--- config.mk ---
export PLATFORM = sky130hd
export DESIGN_NAME = server_task_sink_flat
export DESIGN_NICKNAME = d
export VERILOG_FILES = /design/src/rtl/server_task_if.sv /design/src/rtl/server_task_sink.sv /design/src/flat_wrapper.sv
export SDC_FILE = /design/constraint.sdc
export NUM_CORES = 1
export LEC_CHECK = 0
export CAP_MARGIN = 20
export CORE_MARGIN = 4
export CORE_UTILIZATION = 26
export CTS_CLUSTER_DIAMETER = 50
export DETAILED_ROUTE_END_ITERATION = 12
export GPL_ROUTABILITY_DRIVEN = 0
export PLACE_DENSITY = 0.54
export SETUP_SLACK_MARGIN = 0.3
export SYNTH_ARGS = -nofsm -noshare
export SYNTH_HDL_FRONTEND = slang
export SYNTH_SLANG_ARGS = --single-unit
--- constraint.sdc ---
create_clock -name clk -period 2.4 [get_ports clk]
set_input_delay 0.36 -clock clk [delete_from_list [all_inputs] [get_ports clk]]
set_output_delay 0.36 -clock clk [all_outputs]
set_load 0.02 [all_outputs]
--- src/rtl/server_task_if.sv ---
// Task-dispatch handshake bundle: assignment channel toward the servers and
// completion (done) channel back to the dispatcher.
interface server_task_if;
   logic       assign_valid;
   logic [1:0] assign_server;
   logic       assign_ready;
   logic       done_valid;
   logic [1:0] done_server;
   logic       done_ready;

   modport master (
      output assign_valid, assign_server, done_ready,
      input  assign_ready, done_valid, done_server
   );

   modport slave (
      input  assign_valid, assign_server, done_ready,
      output assign_ready, done_valid, done_server
   );
endinterface

--- src/rtl/server_task_sink.sv ---
// Server-side sink for dispatched tasks: per-server pending counters, a small
// IDLE/BUSY/HOLD service FSM per server and a single shared done-report slot.
module server_task_sink #(
   parameter int SERVICE_CYCLES = 4,
   parameter int MAX_PENDING    = 15,
   parameter int THRESHOLD      = 3
) (
   input  logic              clk,
   input  logic              reset,
   server_task_if.slave      bus,
   output logic [3:0]        server1_pending,
   output logic [3:0]        server2_pending,
   output logic [3:0]        server3_pending,
   output logic              trigger,
   output logic              overload
);

   typedef enum logic [1:0] {IDLE, BUSY, HOLD} srv_state_t;

   srv_state_t state      [3];
   srv_state_t state_next [3];
   logic [3:0] timer      [3];
   logic [3:0] timer_next [3];
   logic [3:0] pending    [3];

   logic [2:0] in_hold;
   logic [2:0] grant;
   logic [2:0] accept_hit;
   logic       load;
   logic [1:0] winner_code;
   logic       ready;
   logic       done_valid_q;
   logic [1:0] done_server_q;

   // Back-pressure only when the addressed server is full; illegal target 00 is swallowed.
   always_comb begin
      ready = 1'b1;
      case (bus.assign_server)
         2'b01:   ready = (pending[0] != 4'(MAX_PENDING));
         2'b10:   ready = (pending[1] != 4'(MAX_PENDING));
         2'b11:   ready = (pending[2] != 4'(MAX_PENDING));
         default: ready = 1'b1;
      endcase
   end

   always_comb begin
      accept_hit = '0;
      for (int i = 0; i < 3; i++)
         accept_hit[i] = bus.assign_valid && ready && (bus.assign_server == 2'(i + 1));
   end

   // FSM outputs plus the fixed-priority arbiter for the done slot.
   always_comb begin
      for (int i = 0; i < 3; i++)
         in_hold[i] = (state[i] == HOLD);
      load        = (!done_valid_q || bus.done_ready) && (|in_hold);
      grant       = '0;
      winner_code = 2'b00;
      if (load) begin
         if (in_hold[0]) begin
            grant       = 3'b001;
            winner_code = 2'b01;
         end else if (in_hold[1]) begin
            grant       = 3'b010;
            winner_code = 2'b10;
         end else begin
            grant       = 3'b100;
            winner_code = 2'b11;
         end
      end
   end

   // Next-state and timer logic for each server.
   always_comb begin
      for (int i = 0; i < 3; i++) begin
         state_next[i] = state[i];
         timer_next[i] = timer[i];
         case (state[i])
            IDLE: begin
               if (pending[i] != 4'd0) begin
                  state_next[i] = BUSY;
                  timer_next[i] = 4'(SERVICE_CYCLES - 1);
               end
            end
            BUSY: begin
               if (timer[i] != 4'd0)
                  timer_next[i] = timer[i] - 4'd1;
               else
                  state_next[i] = HOLD;
            end
            HOLD: begin
               if (grant[i])
                  state_next[i] = IDLE;
            end
            default: state_next[i] = IDLE;
         endcase
      end
   end

   // Accept and grant on one server in the same cycle cancel out in the counter.
   always_ff @(posedge clk) begin
      for (int i = 0; i < 3; i++) begin
         if (reset) begin
            state[i]   <= IDLE;
            timer[i]   <= 4'd0;
            pending[i] <= 4'd0;
         end else begin
            state[i]   <= state_next[i];
            timer[i]   <= timer_next[i];
            pending[i] <= pending[i] + {3'b000, accept_hit[i]} - {3'b000, grant[i]};
         end
      end
   end

   // Done slot keeps its contents stable until the consumer takes them.
   always_ff @(posedge clk) begin
      if (reset) begin
         done_valid_q  <= 1'b0;
         done_server_q <= 2'b00;
      end else if (load) begin
         done_valid_q  <= 1'b1;
         done_server_q <= winner_code;
      end else if (bus.done_ready) begin
         done_valid_q  <= 1'b0;
      end
   end

   always_ff @(posedge clk) begin
      if (reset) begin
         trigger  <= 1'b0;
         overload <= 1'b0;
      end else begin
         trigger  <= (pending[0] >= 4'(THRESHOLD)) || (pending[1] >= 4'(THRESHOLD)) ||
                     (pending[2] >= 4'(THRESHOLD));
         overload <= (pending[0] >= 4'(THRESHOLD)) && (pending[1] >= 4'(THRESHOLD)) &&
                     (pending[2] >= 4'(THRESHOLD));
      end
   end

   assign bus.assign_ready = ready;
   assign bus.done_valid   = done_valid_q;
   assign bus.done_server  = done_server_q;
   assign server1_pending  = pending[0];
   assign server2_pending  = pending[1];
   assign server3_pending  = pending[2];

endmodule

--- src/flat_wrapper.sv ---
// flat-port wrapper written by rule: the top's interface ports become plain ports
module server_task_sink_flat 
#(
   parameter int SERVICE_CYCLES = 4,
   parameter int MAX_PENDING    = 15,
   parameter int THRESHOLD      = 3
)
  (clk, reset, server1_pending, server2_pending, server3_pending, trigger, overload, bus_assign_valid, bus_assign_server, bus_done_ready, bus_assign_ready, bus_done_valid, bus_done_server);
  server_task_if bus_i ();
  input  logic clk;
  input  logic reset;
  output logic [3:0] server1_pending;
  output logic [3:0] server2_pending;
  output logic [3:0] server3_pending;
  output logic trigger;
  output logic overload;
  input wire logic [$bits(bus_i.assign_valid)-1:0] bus_assign_valid;
  input wire logic [$bits(bus_i.assign_server)-1:0] bus_assign_server;
  input wire logic [$bits(bus_i.done_ready)-1:0] bus_done_ready;
  output wire logic [$bits(bus_i.assign_ready)-1:0] bus_assign_ready;
  output wire logic [$bits(bus_i.done_valid)-1:0] bus_done_valid;
  output wire logic [$bits(bus_i.done_server)-1:0] bus_done_server;
  assign bus_i.assign_valid = bus_assign_valid;
  assign bus_i.assign_server = bus_assign_server;
  assign bus_i.done_ready = bus_done_ready;
  assign bus_assign_ready = bus_i.assign_ready;
  assign bus_done_valid = bus_i.done_valid;
  assign bus_done_server = bus_i.done_server;
  server_task_sink #(.SERVICE_CYCLES(SERVICE_CYCLES), .MAX_PENDING(MAX_PENDING), .THRESHOLD(THRESHOLD)) u_core (.clk(clk), .reset(reset), .bus(bus_i), .server1_pending(server1_pending), .server2_pending(server2_pending), .server3_pending(server3_pending), .trigger(trigger), .overload(overload));
endmodule
==> metrics <==
sequence of cells on the critical path clkdlybuf4s50_1 > nand2b_4 > nand3_2 > nor2_4 > ha_4 > inv_1 > ha_2 > inv_1 > fa_2 > nor2_1; via count of the first global-routing pass 1433; Final Util 0.3667; hold crit path type reg2reg; Clock Tree Root sky130_fd_sc_hd__clkbuf_8; max_cap viols 0; ANT nets after route 0; critical path's most frequent cell sky130_fd_sc_hd__inv_1; H-Tree Depth 2; Horiz. Die Dim between 90 and 100 microns; setup clock skew after layout approximately 5.8 ps; worst max-slew margin expressed relative to the limit 0.7466; largest net degree at the start of global routing 36; Worst-Skew Late Latency 290 ps; vias after detailed routing about 1500; clock slew at reported path FFs 70 ps; proportion of register bits with asynchronous set or reset after synthesis 0; Post-Syn Instances between 200 and 250; number of synthesized flops with an enable pin 0; Diodes inserted 0; number of nets produced by synthesis 243; Fmax achieved 0.4814 GHz; primary flip-flop cell chosen by synthesis mapping sky130_fd_sc_hd__dfxtp_1; WL/cell 11.48 microns; post-synthesis average cell area 8.935 sq um; leakage power 0.001016 uW; Layout area overhead 34.41%; number of placement rows 30; number of primary I/O pins 24; fin worst setup slack between 300 and 400 ps; post-route insts no fill between 300 and 400; number of flip-flops and latches in the synthesized netlist 35; longest individual stage delay on the worst path 520 ps; I/O Buffers 23; power density over the cells 1262 nW/um^2; final-report hold violation count 0; ratio of cells with drive above 1 in the final layout 0.2227; Least-Margin Pin Slew 380.0 ps; initial core utilization 0.2728; CTS sink count 35; cell area after synthesis 1894 sq um; number of buffers between clock root and the deepest sink 2; slowest cell on the critical path sky130_fd_sc_hd__fa_2; result of the run complete, no violations; number of different library cells in the post-synthesis netlist 36; share of the yosys chip area belonging to registers 0.3699; kind of cell adding the most delay to the critical path adder cells; placed cell count 334; vias per std cell about 4.4; total overflow reported by the global router 0; die span in y 93.36 microns; All-Layer GR Usage 0.09599; wire length of the first global-routing pass 6706 microns; category of the worst setup path launch point primary input; DPL Wire Length 2842 microns; Detailed Route Iter0 Violations 60; data required time at the worst endpoint 2570 ps; total power draw roughly 3200 uW; number of clock buffers inserted by TritonCTS 5; post-place setup slack -137.9 ps; min cycle time layout 2077 ps; CTS tree yes; footprint of the multi-input gates 1197 sq um; worst-path fanout max 7; RSZ-0062 raised after global routing true; count of synthesis-stage warnings from yosys 0; Buf+Inv Stages, Crit Path 3; max-slew violation count 0; die footprint 8715 sq um; Pre-antenna DRT Iters 4; Fillers ~700; final worst-path cycle share 0.8656; Post-Route WL 3939 microns; hold buffer count at CTS 0; final setup violating endpoints 0; Critical Path AT approximately 2300 ps; Core Box Area 6944 sq um; sequential standard cell area 705.7 sq um; fin nets 277; endpoint class of the critical path flip-flop; post-route setup TNS 0 ps; path type of the worst setup path in2reg; antenna violations before repair 0; worst ir drop on vdd 503.2 uV; remaining routing DRC violations 0
-- synth_stat cells (2+ instances only) --
library cell | instances | share of area
sky130_fd_sc_hd__fa_1 | 3 | 0.032
sky130_fd_sc_hd__nor2b_1 | 7 | 0.023
sky130_fd_sc_hd__nor3_1 | 11 | 0.029
sky130_fd_sc_hd__nand4_1 | 2 | 0.0066
sky130_fd_sc_hd__nand3b_1 | 3 | 0.012
sky130_fd_sc_hd__a21boi_0 | 2 | 0.0079
sky130_fd_sc_hd__xor2_1 | 5 | 0.023
sky130_fd_sc_hd__a21oi_1 | 17 | 0.045
sky130_fd_sc_hd__clkbuf_1 | 5 | 0.0099
sky130_fd_sc_hd__dfxtp_1 | 35 | 0.37
sky130_fd_sc_hd__nor4_1 | 3 | 0.0099
sky130_fd_sc_hd__a31oi_1 | 2 | 0.0066
sky130_fd_sc_hd__and2b_2 | 2 | 0.0092
sky130_fd_sc_hd__inv_1 | 29 | 0.057
sky130_fd_sc_hd__a21o_1 | 6 | 0.024
sky130_fd_sc_hd__a311oi_2 | 2 | 0.016
sky130_fd_sc_hd__nor2_1 | 26 | 0.052
sky130_fd_sc_hd__a221oi_1 | 2 | 0.0092
sky130_fd_sc_hd__nand2b_1 | 5 | 0.017
sky130_fd_sc_hd__xnor2_1 | 3 | 0.014
sky130_fd_sc_hd__ha_1 | 22 | 0.15
sky130_fd_sc_hd__nand3_1 | 4 | 0.011
sky130_fd_sc_hd__mux2i_1 | 2 | 0.011
sky130_fd_sc_hd__nand2_1 | 2 | 0.0040
-- per-stage QoR --
| step | area [sq um] | hold slack [ps] |
|---|---|---|
| 6_report | 2546 | 531.0 |
| 3_5_place_dp | 2286 | 519.2 |
| 2_1_floorplan | 1894 | 485.3 |
| 5_1_grt | 2546 | 570.2 |
| 3_3_place_gp | 2286 | 510.7 |
| 4_1_cts | 2424 | 532.7 |
-- repair_timing --
| action | in CTS | in global routing |
|---|---|---|
| setup buffers | 0 | 1 |
| pin swaps | 1 | 9 |
| hold endpoints to repair | 0 | 0 |
| resized for setup | 7 | 32 |
| setup endpoints to repair | 10 | 9 |
-- power by group --
group          internal (uW)  switching, uW  leakage, uW
Combinational            827            867     0.000666
Sequential               782            181     0.000289
Clock                    336            221    0.0000612
-- sequential cells by signal, summed over array words and instances, names as in the netlist --
signal                  count
u_core.bus.done_valid       1
u_core.trigger              1
u_core.bus.done_server      2
u_core.pending             12
u_core.state                6
u_core.overload             1
u_core.timer               12
-- path summary, 6_finish.rpt --
kind | from | end | slack (ps) | cells past startpoint
hold / removal | u_core.timer[0][1] | u_core.timer[0][1] | 530 | 2
setup / recovery | bus_done_ready | u_core.pending[2][1] | 320 | 10
setup reg to reg | u_core.state[0][1] | u_core.pending[2][1] | 400 | 10
hold reg to reg | u_core.timer[0][1] | u_core.timer[0][1] | 530 | 2
-- layer usage --
metal / track usage / part of all wire
met1: 0.1393 / 0.54
met2: 0.1388 / 0.42
met3: 0.03057 / 0.035
met4: 0.01832 / 0.0086
met5: 0 / 0
-- cells in the final DEF (no fill, tap or decap), types with 2 or more instances in the layout --
master / count
sky130_fd_sc_hd__a21o_1: 6
sky130_fd_sc_hd__fa_2: 3
sky130_fd_sc_hd__nor2b_1: 5
sky130_fd_sc_hd__buf_4: 9
sky130_fd_sc_hd__ha_1: 16
sky130_fd_sc_hd__dfxtp_1: 31
sky130_fd_sc_hd__nand2b_4: 3
sky130_fd_sc_hd__nand2b_1: 2
sky130_fd_sc_hd__xor2_1: 5
sky130_fd_sc_hd__a221oi_1: 2
sky130_fd_sc_hd__nand4_1: 2
sky130_fd_sc_hd__nor3_1: 11
sky130_fd_sc_hd__nand3_1: 3
sky130_fd_sc_hd__nor2_1: 23
sky130_fd_sc_hd__ha_4: 3
sky130_fd_sc_hd__a21oi_2: 4
sky130_fd_sc_hd__dfxtp_2: 4
sky130_fd_sc_hd__xnor2_1: 3
sky130_fd_sc_hd__clkbuf_8: 6
sky130_fd_sc_hd__mux2i_1: 2
sky130_fd_sc_hd__nor2_4: 3
sky130_fd_sc_hd__a31oi_1: 2
sky130_fd_sc_hd__a311oi_2: 2
sky130_fd_sc_hd__inv_2: 2
sky130_fd_sc_hd__and2b_2: 2
sky130_fd_sc_hd__nand3b_1: 3
sky130_fd_sc_hd__inv_1: 27
sky130_fd_sc_hd__nor4_1: 3
sky130_fd_sc_hd__a21oi_1: 14
sky130_fd_sc_hd__clkdlybuf4s50_1: 22
sky130_fd_sc_hd__a21boi_0: 2
sky130_fd_sc_hd__ha_2: 3
-- cells by family after synthesis --
| group | share of synthesized area |
|---|---|
| compound gates | 0.1301 |
| mux | 0.01057 |
| simple gates | 0.2081 |
| flops | 0.3699 |
| fa+ha+maj | 0.1770 |
| xor+xnor | 0.03699 |
| buf+inv | 0.06737 |
-- layout make-up --
cell class | instances | area share
Sequential cell | 35 | 0.2772
Tap cell | 96 | 0.04717
Clock inverter | 2 | 0.01376
Clock buffer | 6 | 0.03243
Inverter | 29 | 0.04275
Timing Repair Buffer | 32 | 0.1165
Multi-Input combinational cell | 143 | 0.4703
-- worst min-delay path, stage by stage, from the launching register on --
cell and delay (ps):
sky130_fd_sc_hd__dfxtp_1 310, sky130_fd_sc_hd__inv_1 90, sky130_fd_sc_hd__a221oi_1 80
Power figures use the tool's default switching activity.
